<file path="config.mk">
export PLATFORM = sky130hd
export DESIGN_NAME = vg_fetch_decode_flat
export DESIGN_NICKNAME = d
export VERILOG_FILES = /design/src/rtl/vg_pkg.sv /design/src/rtl/vg_fetch_decode_if.sv /design/src/rtl/vg_fetch_decode_op_decode.sv /design/src/rtl/vg_fetch_decode.sv /design/src/flat_wrapper.sv
export SDC_FILE = /design/constraint.sdc
export NUM_CORES = 1
export LEC_CHECK = 0
export CAP_MARGIN = 20
export CORE_ASPECT_RATIO = 0.6
export CORE_MARGIN = 4
export CORE_UTILIZATION = 51
export DETAILED_ROUTE_END_ITERATION = 16
export PLACE_DENSITY_LB_ADDON = 0.25
export SYNTH_ARGS = -nofsm -noshare
export SYNTH_HDL_FRONTEND = slang
export SYNTH_SLANG_ARGS = --single-unit
export TNS_END_PERCENT = 30
</file>
<file path="constraint.sdc">
create_clock -name clk -period 3.1 [get_ports clk]
set_input_delay 0.62 -clock clk [delete_from_list [all_inputs] [get_ports clk]]
set_output_delay 0.62 -clock clk [all_outputs]
set_load 0.02 [all_outputs]
</file>
<file path="src/rtl/vg_pkg.sv">
// Shared vector-generator definitions: default widths, DVG opcodes and the
// sequencer state encoding. Also imported by the draw engine.
package vg_pkg;

    localparam int unsigned VG_AW          = 12;
    localparam int unsigned VG_DW          = 16;
    localparam int unsigned VG_STACK_DEPTH = 4;
    localparam int unsigned VG_OPW         = 4;

    // Opcodes 0-9 are VCTR with the opcode doubling as the scale.
    localparam logic [VG_OPW-1:0] OP_VCTR_MAX = 4'h9;
    localparam logic [VG_OPW-1:0] OP_LABS     = 4'hA;
    localparam logic [VG_OPW-1:0] OP_HALT     = 4'hB;
    localparam logic [VG_OPW-1:0] OP_JSRL     = 4'hC;
    localparam logic [VG_OPW-1:0] OP_RTSL     = 4'hD;
    localparam logic [VG_OPW-1:0] OP_JMPL     = 4'hE;
    localparam logic [VG_OPW-1:0] OP_SVEC     = 4'hF;

    typedef enum logic [3:0] {
        ST_IDLE,
        ST_START,
        ST_WAIT0,
        ST_DEC0,
        ST_WAIT1,
        ST_ISSUE,
        ST_CALL_ADV,
        ST_CALL_PUSH,
        ST_HALTED
    } vg_state_e;

endpackage

</file>
<file path="src/rtl/vg_fetch_decode_if.sv">
// Sequencer bus: pc-block control/readback, vector memory read data and the
// command handshake to the draw engine.
//  master: the sequencer (drives pc strobes and commands)
//  slave : pc block / memory / draw engine side
interface vg_fetch_decode_if #(
    parameter int unsigned AW = 12,
    parameter int unsigned DW = 16
);
    import vg_pkg::*;

    logic [AW-1:0]     pc_addr;
    logic [DW-1:0]     mem_data;
    logic              latch0;
    logic              load_pc;
    logic              dmaload;
    logic              dmapush;
    logic [AW-1:0]     count_in;
    logic              cmd_valid;
    logic              cmd_ready;
    logic [VG_OPW-1:0] cmd_op;
    logic [DW-1:0]     cmd_w0;
    logic [DW-1:0]     cmd_w1;

    modport master (
        input  pc_addr, mem_data, cmd_ready,
        output latch0, load_pc, dmaload, dmapush, count_in,
        output cmd_valid, cmd_op, cmd_w0, cmd_w1
    );

    modport slave (
        output pc_addr, mem_data, cmd_ready,
        input  latch0, load_pc, dmaload, dmapush, count_in,
        input  cmd_valid, cmd_op, cmd_w0, cmd_w1
    );

endinterface

</file>
<file path="src/rtl/vg_fetch_decode_op_decode.sv">
// Opcode classifier (combinational).
//  op      : display word bits [15:12]
//  is_vec  : VCTR/LABS/SVEC, handed to the draw engine
//  nwords  : words in a vector command (2 for VCTR/LABS, 1 otherwise)
//  is_flow : HALT/JSRL/RTSL/JMPL, handled inside the sequencer
module vg_op_decode
    import vg_pkg::*;
(
    input  logic [VG_OPW-1:0] op,
    output logic              is_vec,
    output logic [1:0]        nwords,
    output logic              is_flow
);

    always_comb begin
        is_vec  = 1'b0;
        nwords  = 2'd1;
        is_flow = 1'b0;
        if (op <= OP_VCTR_MAX || op == OP_LABS) begin
            is_vec = 1'b1;
            nwords = 2'd2;
        end else if (op == OP_SVEC) begin
            is_vec = 1'b1;
        end else begin
            is_flow = 1'b1;
        end
    end

endmodule

</file>
<file path="src/rtl/vg_fetch_decode.sv">
// Display-list sequencer for the vector generator. Fetches display words via
// the pc block, decodes DVG opcodes, steers the pc (step/jump/call/return) and
// hands vector commands to the draw engine.
//  clk, reset      : clock, asynchronous active-low reset
//  go, start_addr  : start pulse and entry address (IDLE/HALTED only)
//  halted          : HALT reached or error; cleared by go
//  stack_err       : sticky return-stack over/underflow; cleared by go
//  bus (master)    : pc strobes, memory read data, command handshake
module vg_fetch_decode
    import vg_pkg::*;
#(
    parameter int unsigned AW          = VG_AW,
    parameter int unsigned DW          = VG_DW,
    parameter int unsigned STACK_DEPTH = VG_STACK_DEPTH
) (
    input  logic              clk,
    input  logic              reset,
    input  logic              go,
    input  logic [AW-1:0]     start_addr,
    output logic              halted,
    output logic              stack_err,
    vg_fetch_decode_if.master bus
);

    localparam int unsigned DEPTH_W = $clog2(STACK_DEPTH + 1);

    vg_state_e         state;
    logic [DEPTH_W-1:0] depth;
    logic [DW-1:0]      w0;
    logic [1:0]         wcnt;

    logic [VG_OPW-1:0]  op;
    logic               is_vec;
    logic [1:0]         nwords;
    logic               is_flow;

    assign op = w0[DW-1 -: VG_OPW];

    vg_op_decode u_op_decode (
        .op      (op),
        .is_vec  (is_vec),
        .nwords  (nwords),
        .is_flow (is_flow)
    );

    // Sequencer FSM. Strobes are pulses: cleared every cycle unless re-armed.
    // wcnt counts the cycles left before mem_data reflects the settled pc:
    // 2 when the pc strobe fires in the first wait cycle, 1 when it already
    // fired in the previous state. cmd_w1 doubles as the second-word register.
    always_ff @(posedge clk or negedge reset) begin
        if (!reset) begin
            state         <= ST_IDLE;
            depth         <= '0;
            w0            <= '0;
            wcnt          <= '0;
            halted        <= 1'b0;
            stack_err     <= 1'b0;
            bus.latch0    <= 1'b0;
            bus.load_pc   <= 1'b0;
            bus.dmaload   <= 1'b0;
            bus.dmapush   <= 1'b0;
            bus.count_in  <= '0;
            bus.cmd_valid <= 1'b0;
            bus.cmd_op    <= '0;
            bus.cmd_w0    <= '0;
            bus.cmd_w1    <= '0;
        end else begin
            bus.latch0  <= 1'b0;
            bus.load_pc <= 1'b0;
            bus.dmaload <= 1'b0;
            bus.dmapush <= 1'b0;
            case (state)
                ST_IDLE, ST_HALTED: begin
                    if (go) begin
                        bus.count_in <= start_addr;
                        bus.load_pc  <= 1'b1;
                        bus.dmaload  <= 1'b1;
                        depth        <= '0;
                        halted       <= 1'b0;
                        stack_err    <= 1'b0;
                        state        <= ST_START;
                    end
                end
                ST_START: begin
                    wcnt  <= 2'd1;
                    state <= ST_WAIT0;
                end
                ST_WAIT0: begin
                    if (wcnt == 2'd0) begin
                        w0    <= bus.mem_data;
                        state <= ST_DEC0;
                    end else begin
                        wcnt <= wcnt - 2'd1;
                    end
                end
                ST_DEC0: begin
                    if (is_vec) begin
                        bus.latch0 <= 1'b1;
                        if (nwords == 2'd2) begin
                            wcnt  <= 2'd2;
                            state <= ST_WAIT1;
                        end else begin
                            bus.cmd_valid <= 1'b1;
                            bus.cmd_op    <= op;
                            bus.cmd_w0    <= w0;
                            bus.cmd_w1    <= '0;
                            state         <= ST_ISSUE;
                        end
                    end else if (is_flow) begin
                        case (op)
                            OP_JSRL: begin
                                if (depth == DEPTH_W'(STACK_DEPTH)) begin
                                    stack_err <= 1'b1;
                                    halted    <= 1'b1;
                                    state     <= ST_HALTED;
                                end else begin
                                    bus.latch0 <= 1'b1;
                                    depth      <= depth + DEPTH_W'(1);
                                    state      <= ST_CALL_ADV;
                                end
                            end
                            OP_RTSL: begin
                                if (depth == '0) begin
                                    stack_err <= 1'b1;
                                    halted    <= 1'b1;
                                    state     <= ST_HALTED;
                                end else begin
                                    bus.dmaload <= 1'b1;
                                    depth       <= depth - DEPTH_W'(1);
                                    wcnt        <= 2'd2;
                                    state       <= ST_WAIT0;
                                end
                            end
                            OP_JMPL: begin
                                bus.count_in <= w0[AW-1:0];
                                bus.load_pc  <= 1'b1;
                                bus.dmaload  <= 1'b1;
                                wcnt         <= 2'd2;
                                state        <= ST_WAIT0;
                            end
                            default: begin
                                halted <= 1'b1;
                                state  <= ST_HALTED;
                            end
                        endcase
                    end
                end
                ST_WAIT1: begin
                    if (wcnt == 2'd0) begin
                        bus.latch0    <= 1'b1;
                        bus.cmd_valid <= 1'b1;
                        bus.cmd_op    <= op;
                        bus.cmd_w0    <= w0;
                        bus.cmd_w1    <= bus.mem_data;
                        state         <= ST_ISSUE;
                    end else begin
                        wcnt <= wcnt - 2'd1;
                    end
                end
                // latch0 fired on entry, so pc_addr here is the return address.
                ST_CALL_ADV: begin
                    bus.dmapush <= 1'b1;
                    state       <= ST_CALL_PUSH;
                end
                ST_CALL_PUSH: begin
                    bus.count_in <= w0[AW-1:0];
                    bus.load_pc  <= 1'b1;
                    bus.dmaload  <= 1'b1;
                    wcnt         <= 2'd2;
                    state        <= ST_WAIT0;
                end
                ST_ISSUE: begin
                    if (bus.cmd_ready) begin
                        bus.cmd_valid <= 1'b0;
                        wcnt          <= 2'd1;
                        state         <= ST_WAIT0;
                    end
                end
                default: state <= ST_IDLE;
            endcase
        end
    end

endmodule

</file>
<file path="src/flat_wrapper.sv">
// flat-port wrapper written by rule: the top's interface ports become plain ports
module vg_fetch_decode_flat import vg_pkg::*;
#(
    parameter int unsigned AW          = VG_AW,
    parameter int unsigned DW          = VG_DW,
    parameter int unsigned STACK_DEPTH = VG_STACK_DEPTH
)
  (clk, reset, go, start_addr, halted, stack_err, bus_pc_addr, bus_mem_data, bus_cmd_ready, bus_latch0, bus_load_pc, bus_dmaload, bus_dmapush, bus_count_in, bus_cmd_valid, bus_cmd_op, bus_cmd_w0, bus_cmd_w1);
  vg_fetch_decode_if #(.AW(AW), .DW(DW)) bus_i ();
  input  logic clk;
  input  logic reset;
  input  logic go;
  input  logic [AW-1:0] start_addr;
  output logic halted;
  output logic stack_err;
  input wire logic [$bits(bus_i.pc_addr)-1:0] bus_pc_addr;
  input wire logic [$bits(bus_i.mem_data)-1:0] bus_mem_data;
  input wire logic [$bits(bus_i.cmd_ready)-1:0] bus_cmd_ready;
  output wire logic [$bits(bus_i.latch0)-1:0] bus_latch0;
  output wire logic [$bits(bus_i.load_pc)-1:0] bus_load_pc;
  output wire logic [$bits(bus_i.dmaload)-1:0] bus_dmaload;
  output wire logic [$bits(bus_i.dmapush)-1:0] bus_dmapush;
  output wire logic [$bits(bus_i.count_in)-1:0] bus_count_in;
  output wire logic [$bits(bus_i.cmd_valid)-1:0] bus_cmd_valid;
  output wire logic [$bits(bus_i.cmd_op)-1:0] bus_cmd_op;
  output wire logic [$bits(bus_i.cmd_w0)-1:0] bus_cmd_w0;
  output wire logic [$bits(bus_i.cmd_w1)-1:0] bus_cmd_w1;
  assign bus_i.pc_addr = bus_pc_addr;
  assign bus_i.mem_data = bus_mem_data;
  assign bus_i.cmd_ready = bus_cmd_ready;
  assign bus_latch0 = bus_i.latch0;
  assign bus_load_pc = bus_i.load_pc;
  assign bus_dmaload = bus_i.dmaload;
  assign bus_dmapush = bus_i.dmapush;
  assign bus_count_in = bus_i.count_in;
  assign bus_cmd_valid = bus_i.cmd_valid;
  assign bus_cmd_op = bus_i.cmd_op;
  assign bus_cmd_w0 = bus_i.cmd_w0;
  assign bus_cmd_w1 = bus_i.cmd_w1;
  vg_fetch_decode #(.AW(AW), .DW(DW), .STACK_DEPTH(STACK_DEPTH)) u_core (.clk(clk), .reset(reset), .go(go), .start_addr(start_addr), .halted(halted), .stack_err(stack_err), .bus(bus_i));
endmodule
</file>
Yosys cells after proc, flatten, opt, wreduce, memory -nomap -nowiden
Index checks and enable logic that the tools add are counted.
{"block": "op_classes", "addsub": 3, "magnitude_cmp": 1, "eq_ne": 35, "muxes": 81, "n_reduce_logical": 21}
{"cell": "$mux 16", "n": 6}
{"cell": "$pmux 16 s2", "n": 2}
{"cell": "$mux 12", "n": 4}
{"cell": "$mux 4", "n": 11}
{"cell": "$pmux 12 s3", "n": 1}
{"cell": "$mux 1", "n": 29}
{"cell": "$pmux 4 s7", "n": 1}
{"cell": "$reduce_and 7->1", "n": 4}
{"cell": "$eq 4x4->1 const B", "n": 6}
{"cell": "$eq 4x3->1 const B", "n": 4}
{"cell": "$mux 3", "n": 5}
{"cell": "$reduce_and 5->1", "n": 3}
{"cell": "$mux 2", "n": 7}
{"cell": "$ne 2x2->1 const B", "n": 7}
{"cell": "$pmux 1 s3", "n": 4}
{"cell": "$pmux 3 s2", "n": 2}
{"cell": "$pmux 4 s3", "n": 1}
{"cell": "$pmux 1 s2", "n": 5}
{"cell": "$pmux 2 s5", "n": 1}
{"cell": "$ne 3x2->1 const B", "n": 3}
{"cell": "$ne 3x3->1 const B", "n": 3}
{"cell": "$eq 4x2->1 const B", "n": 2}
{"cell": "$ne 2x1->1 const B", "n": 4}
{"cell": "$pmux 4 s2", "n": 1}
{"cell": "other kinds (21)", "n": 25}
{"block": "totals", "reg_bits": 80, "input_bits": 44, "output_inout_bits": 55, "word_cells": 156}

Longest topological paths before layout
{"block": "depth", "ltp_word": 7, "mapped_depth": 9, "depth_no_buf": 8}

Cells and area by module
Synthesis repeated with hierarchy kept, for this count alone.
{"block": "unflattened", "hier_cells": 284, "area_unflattened_um2": 3633.5}
{"module": "vg_fetch_decode", "instances": 1, "cells_each": 277, "area_each_um2": 3572.2, "seq_area_each_um2": 1901.8}
{"module": "vg_op_decode", "instances": 1, "cells_each": 7, "area_each_um2": 61.3, "seq_area_each_um2": 0.0}

Least setup slack after synthesis
Ideal clock, no wire load.
{"block": "synth_path", "kind": "register -> register", "start": "register u_core.w0[14]", "end": "register u_core.depth[2]", "setup_ns": 0.122, "arrival_time_ns": 1.712, "required_ns": 2.978, "slack_ns": 1.266, "stages_incl_launch_ff": 10, "n_path_buf": 1, "period_less_slack_ns": 1.834, "path_cell_list": "dfrtp_1 -> clkbuf_1 -> nand3_1 -> nor2_1 -> xor2_1 -> ha_1 -> nor2_1 -> mux2i_1 -> mux2i_1 -> a32o_1"}
{"block": "synth_between", "elab_chain_len": 5, "word_cells_on_any_way": 20, "classes_between": "order compare (1); eq/ne (9); mux (8); reduce/logical (2)"}
{"item": "start, declared", "line": "vg_fetch_decode.sv:29", "text": "logic [DW-1:0] w0;"}
{"item": "start signal, assigned", "line": "vg_fetch_decode.sv:90", "text": "w0 <= bus.mem_data;"}
{"item": "$le 4x4->1, or another cell as far along", "line": "vg_fetch_decode_op_decode.sv:19", "text": "if (op <= OP_VCTR_MAX || op == OP_LABS) begin"}
{"item": "$logic_or 1x1->1, or another cell as far along", "line": "vg_fetch_decode_op_decode.sv:19"}
{"item": "$mux 1 or $mux 3 (tied branches)", "line": "vg_fetch_decode_op_decode.sv:19, vg_fetch_decode.sv:109"}
{"item": "$ne 2x2->1 (no line), or another cell as far along"}
{"item": "$reduce_and 7->1 (no line) or $pmux 3 s2 (tied branches)"}
{"item": "end signal, assigned", "line": "vg_fetch_decode.sv:118", "text": "depth <= depth + DEPTH_W'(1);"}
{"item": "end signal, assigned", "line": "vg_fetch_decode.sv:129", "text": "depth <= depth - DEPTH_W'(1);"}
{"item": "end, declared", "line": "vg_fetch_decode.sv:28", "text": "logic [DEPTH_W-1:0] depth;"}
Several ways; a longest one is shown, not always the timed one. The select of a mux whose other input is x is not followed.
A chain may end at the register's enable or synchronous reset.

Final worst setup path
{"block": "layout_path", "start": "register u_core.state[0]", "end": "register u_core.bus.count_in[7]"}
{"block": "layout_between", "elab_chain_len": 4, "word_cells_on_any_way": 12, "classes_between": "eq/ne (7); mux (1); reduce/logical (4)"}
{"item": "start, declared", "line": "vg_fetch_decode.sv:27", "text": "vg_state_e state;"}
{"item": "start signal, assigned", "line": "vg_fetch_decode.sv:52", "text": "state <= ST_IDLE;"}
{"item": "start signal, assigned", "line": "vg_fetch_decode.sv:81", "text": "state <= ST_START;"}
{"item": "start signal, assigned", "line": "vg_fetch_decode.sv:86", "text": "state <= ST_WAIT0;"}
{"item": "$eq 4x4->1 or $logic_not 4->1 (tied branches)", "line": "vg_fetch_decode.sv:72", "text": "case (state)"}
{"item": "$reduce_or 2->1", "line": "vg_fetch_decode.sv:72"}
{"item": "$ne 2x2->1 (no line) or $reduce_bool 3->1 (tied branches)"}
{"item": "$reduce_and 5->1 (no line)"}
{"item": "end signal, assigned", "line": "vg_fetch_decode.sv:75", "text": "bus.count_in <= start_addr;"}
{"item": "end signal, assigned", "line": "vg_fetch_decode.sv:135", "text": "bus.count_in <= w0[AW-1:0];"}
{"item": "end signal, assigned", "line": "vg_fetch_decode.sv:166", "text": "bus.count_in <= w0[AW-1:0];"}
{"item": "end, declared", "line": "vg_fetch_decode_if.sv:26", "text": "output latch0, load_pc, dmaload, dmapush, count_in,"}
Several ways; a longest one is shown, not always the timed one.

==> impl_metrics.csv <==
group,metric,value,unit
status,run_status,"finished clean",
timing,worst_pin_slew,1.06,ns
synthesis,postSynthRegisterBits,76,
timing,final_critical_path_setup_slack,0.762,ns
setup_path,timing.critical_path.max_delay_family,"compound AO/OA/AOI/OAI gates",
synthesis,synth-seq-area-share,55.2,%
floorplan,coreArea,0.00633,mm²
timing,max_freq,428,MHz
synthesis,total_of_warnings_raised_by_yosys,0,
placed_design,instance_area_after_placement,0.00432,mm²
setup_path,crit_path_cell_trace,"nand3_1, buf_4, o21ai_2, nor2_1, a21oi_1",
setup_path,worstPathRequired,3.35,ns
final_layout,drive_gt1_share,16.1,%
synthesis,synth_top_flop_cell,"sky130_fd_sc_hd__dfrtp_1",
placed_design,routabilityCongestion,0.880,
global_route,grt_pass1_wl,13700,µm
detailed_routing,number_of_nets_with_antenna_violations_after_routing,0,
synthesis,synthMostInstantiatedCell,"sky130_fd_sc_hd__dfrtp_1",
timing,final.min_clock_period,2.34,ns
placed_design,dpl_worst_slack,0.822,ns
detailed_routing,route.detailed.drc,0,
job,drv.max_cap_violation_count,0,
min_path,min-delay-path-class,"in -> async",
synthesis,postSynthNetCount,329,
final_layout,layout.filler_cells,453,
power_and_ir_drop,cellInternalPower,0.00342,W
synthesis,ys_top_cells_by_count,"sky130_fd_sc_hd__dfrtp_1, sky130_fd_sc_hd__nor2_1, sky130_fd_sc_hd__a21oi_1, sky130_fd_sc_hd__mux2_2",
timing,setup-tns-final,0,ns
clock_tree,clock_sinks,76,
timing,final_hold_vio_count,0,
timing,setup_violations,0,
final_layout,finalNetCount,408,
floorplan,fp.dieH,71.6,µm
synthesis,yosys.area.top_type_share,55.2,%
global_route,gr-usage-all-layers,21.7,%
floorplan,design.portCount,99,
setup_path,worst_setup_path_end_kind,"register",
clock_tree,clock-root-buffer,"sky130_fd_sc_hd__clkbuf_16",
global_route,grt_remaining_overflow,0,
global_route,grt_start_max_net_pins,77,
synthesis,synth_edf_count,0,
final_layout,multi_input_area,0.00138,mm²
setup_path,maximum_cell_stage_delay_along_the_critical_path,0.86,ns
setup_path,cp.arrival,2.58,ns
power_and_ir_drop,total_switching_power,0.00205,W
timing,share_of_the_clock_period_used_by_the_worst_path_after_layout,75.4,%
synthesis,synth_largest_area_cell,"sky130_fd_sc_hd__dfrtp_1",
final_layout,layout.cell_area.non_filler,0.00464,mm²
final_layout,flow.area_growth_from_synthesis,34.8,%
synthesis,synthesis.area,0.00344,mm²
timing,final_max_slew_viol_count,0,
floorplan,row_cnt,22,
setup_path,critical_path.slowest_cell,"sky130_fd_sc_hd__o21ai_2",
final_layout,regArea,0.00190,mm²
synthesis,post_synth_num_cell_types,47,
power_and_ir_drop,p_leak,2.09,nW
clock_tree,clock_insertion_delay_worst_skew,0.33,ns
clock_tree,worst_setup_hold_path_clk_slew,0.06,ns
global_route,first_global_vias,2598,
timing,rsz0062_at_grt,"no",
clock_tree,inserted_clock_buffers,9,
power_and_ir_drop,power_switching_share,37.5,%
placed_design,place_hpwl,5740,µm
power_and_ir_drop,power_density,1180,mW/mm²
final_layout,insertedDiodeCount,0,
detailed_routing,drt_wl_total,8470,µm
power_and_ir_drop,power.sequential.fraction,34.4,%
clock_tree,cts_hold_buf,0,
clock_tree,h-tree-depth,3,
clock_tree,cts_resized,0,
synthesis,asyncSetResetFlopFracSynth,100,%
floorplan,fp.dieArea,0.00817,mm²
placed_design,io_buffers,86,
setup_path,timing.critical_path.from_type,"register",
power_and_ir_drop,power.combinational.fraction,45.4,%
floorplan,initial_core_util,54.4,%
setup_path,buffer_and_inverter_count_on_the_worst_path,1,
synthesis,netlist_instances,283,
clock_tree,post_cts_setup_repair_bufs,0,
clock_tree,tritoncts,"done",
detailed_routing,drt_first_pass_iters,4,
detailed_routing,post_drt_wl_per_cell,18.8,µm
timing,final.hold.worst_slack,0.424,ns
timing,slew-limit-headroom,29.4,%
detailed_routing,drt_first_iter_violations,237,
global_route,grt_antenna_before_repair,0,
setup_path,criticalPathCategory,"reg -> reg",
power_and_ir_drop,share_clk_of_total_power,20.2,%
detailed_routing,via_count,2526,
floorplan,die-width,114,µm
detailed_routing,vias_per_cell,5.60,
setup_path,crit_path_max_fanout,25,
synthesis,syn_avg_cell_area,12.2,µm²
power_and_ir_drop,vdd.ir_drop.worst,517,µV
clock_tree,cts_max_path_buffers,2,
synthesis,synthTopCellsByArea,"sky130_fd_sc_hd__dfrtp_1, sky130_fd_sc_hd__mux2_2, sky130_fd_sc_hd__mux2i_1",
timing,finalClockSkew,0.00460,ns
-- cell families (layout without fill, tap and decap cells) --
group | after synthesis | in the layout | share of synthesized area, %
DFF | 76 | 76 | 55.2
AOI/OAI and AO/OA | 68 | 68 | 14.2
and+or+nand+nor | 54 | 54 | 8.03
muxes | 49 | 49 | 16.5
buffers and inverters | 32 | 116 | 4.76
adders and majority gates | 2 | 2 | 0.727
xor gates and xnor gates | 2 | 2 | 0.509
-- cells in the final DEF, fill, tap and decap left out, types with 3 or more instances in the layout --
cell,netlist,routed
sky130_fd_sc_hd__a22o_1,16,16
sky130_fd_sc_hd__clkbuf_16,0,9
sky130_fd_sc_hd__nand3_1,6,6
sky130_fd_sc_hd__nand2_1,10,10
sky130_fd_sc_hd__buf_4,4,4
sky130_fd_sc_hd__clkdlybuf4s50_1,0,85
sky130_fd_sc_hd__mux2_2,20,20
sky130_fd_sc_hd__o21ai_0,7,7
sky130_fd_sc_hd__mux2_4,10,10
sky130_fd_sc_hd__nor3_1,3,3
sky130_fd_sc_hd__mux2_1,3,3
sky130_fd_sc_hd__mux2i_1,16,16
sky130_fd_sc_hd__inv_1,9,9
sky130_fd_sc_hd__nor2_1,23,23
sky130_fd_sc_hd__a21oi_1,22,22
sky130_fd_sc_hd__dfrtp_1,76,76
sky130_fd_sc_hd__nand2b_1,3,3
-- power groups by stage --
| stage | Sequential (W) | Combinational (W) | Clock [W] |
|---|---|---|---|
| floorplan | 0.00205 | 0.00135 | 0 |
| global placement | 0.00186 | 0.00240 | 0 |
| detailed placement | 0.00188 | 0.00247 | 0 |
| CTS | 0.00188 | 0.00250 | 0.00112 |
| global route | 0.00196 | 0.00266 | 0.00116 |
| finish | 0.00188 | 0.00248 | 0.00110 |
-- worst reg2reg max path: stages, from the launching register on --
cell and delay (ns):
sky130_fd_sc_hd__dfrtp_1 0.67, sky130_fd_sc_hd__nand3_1 0.13, sky130_fd_sc_hd__buf_4 0.25, sky130_fd_sc_hd__o21ai_2 0.86, sky130_fd_sc_hd__nor2_1 0.16, sky130_fd_sc_hd__a21oi_1 0.18
-- layer usage --
layer  up-vias  global-route usage [%]  share of wire [%]
met5         -                       0                  0
met4         0                    6.32                1.2
met3        10                    7.26                9.3
met2       115                    33.2                 45
met1      1235                    29.6                 44
li1       1166                       -                  -
-- path summary, 6_finish.rpt --
check                                startpoint                     end  slack, ns  cells past startpoint
max in group asynchronous                 reset           u_core.w0[12]       2.05                      1
min                                       reset   u_core.bus.cmd_w1[13]       0.42                      1
max reg2reg                     u_core.state[0]  u_core.bus.count_in[7]       0.76                      5
min reg2reg                u_core.bus.cmd_w1[4]    u_core.bus.cmd_w1[4]       0.50                      1
min in group clk           u_core.bus.cmd_w1[4]    u_core.bus.cmd_w1[4]       0.50                      1
max                             u_core.state[0]  u_core.bus.count_in[7]       0.76                      5
-- registers in the layout (all words and copies together), names as in the netlist --
register / flops
u_core.bus.latch0: 1
u_core.w0: 16
u_core.stack_err: 1
u_core.state: 4
u_core.bus.cmd_w0: 16
u_core.bus.cmd_w1: 16
u_core.depth: 3
u_core.wcnt: 2
u_core.bus.load_pc: 1
u_core.bus.dmapush: 1
u_core.bus.count_in: 12
u_core.bus.dmaload: 1
u_core.bus.cmd_valid: 1
u_core.halted: 1
-- layout make-up --
cell class / count / share of cell area, %
Sequential cell: 76 / 41.0
Multi-Input combinational cell: 175 / 29.7
Timing Repair Buffer: 90 / 19.4
Clock buffer: 10 / 4.93
Tap cell: 84 / 2.26
Clock inverter: 6 / 1.91
Inverter: 10 / 0.809
-- per-stage QoR --
step                util (%)  cells  power (W)
global placement        68.3    435    0.00426
detailed placement      68.3    435    0.00435
CTS                     73.3    451    0.00549
finish                  73.3    451    0.00546
global route            73.3    451    0.00577
floorplan                  -    283    0.00339
(Power assumes the default switching activity.)
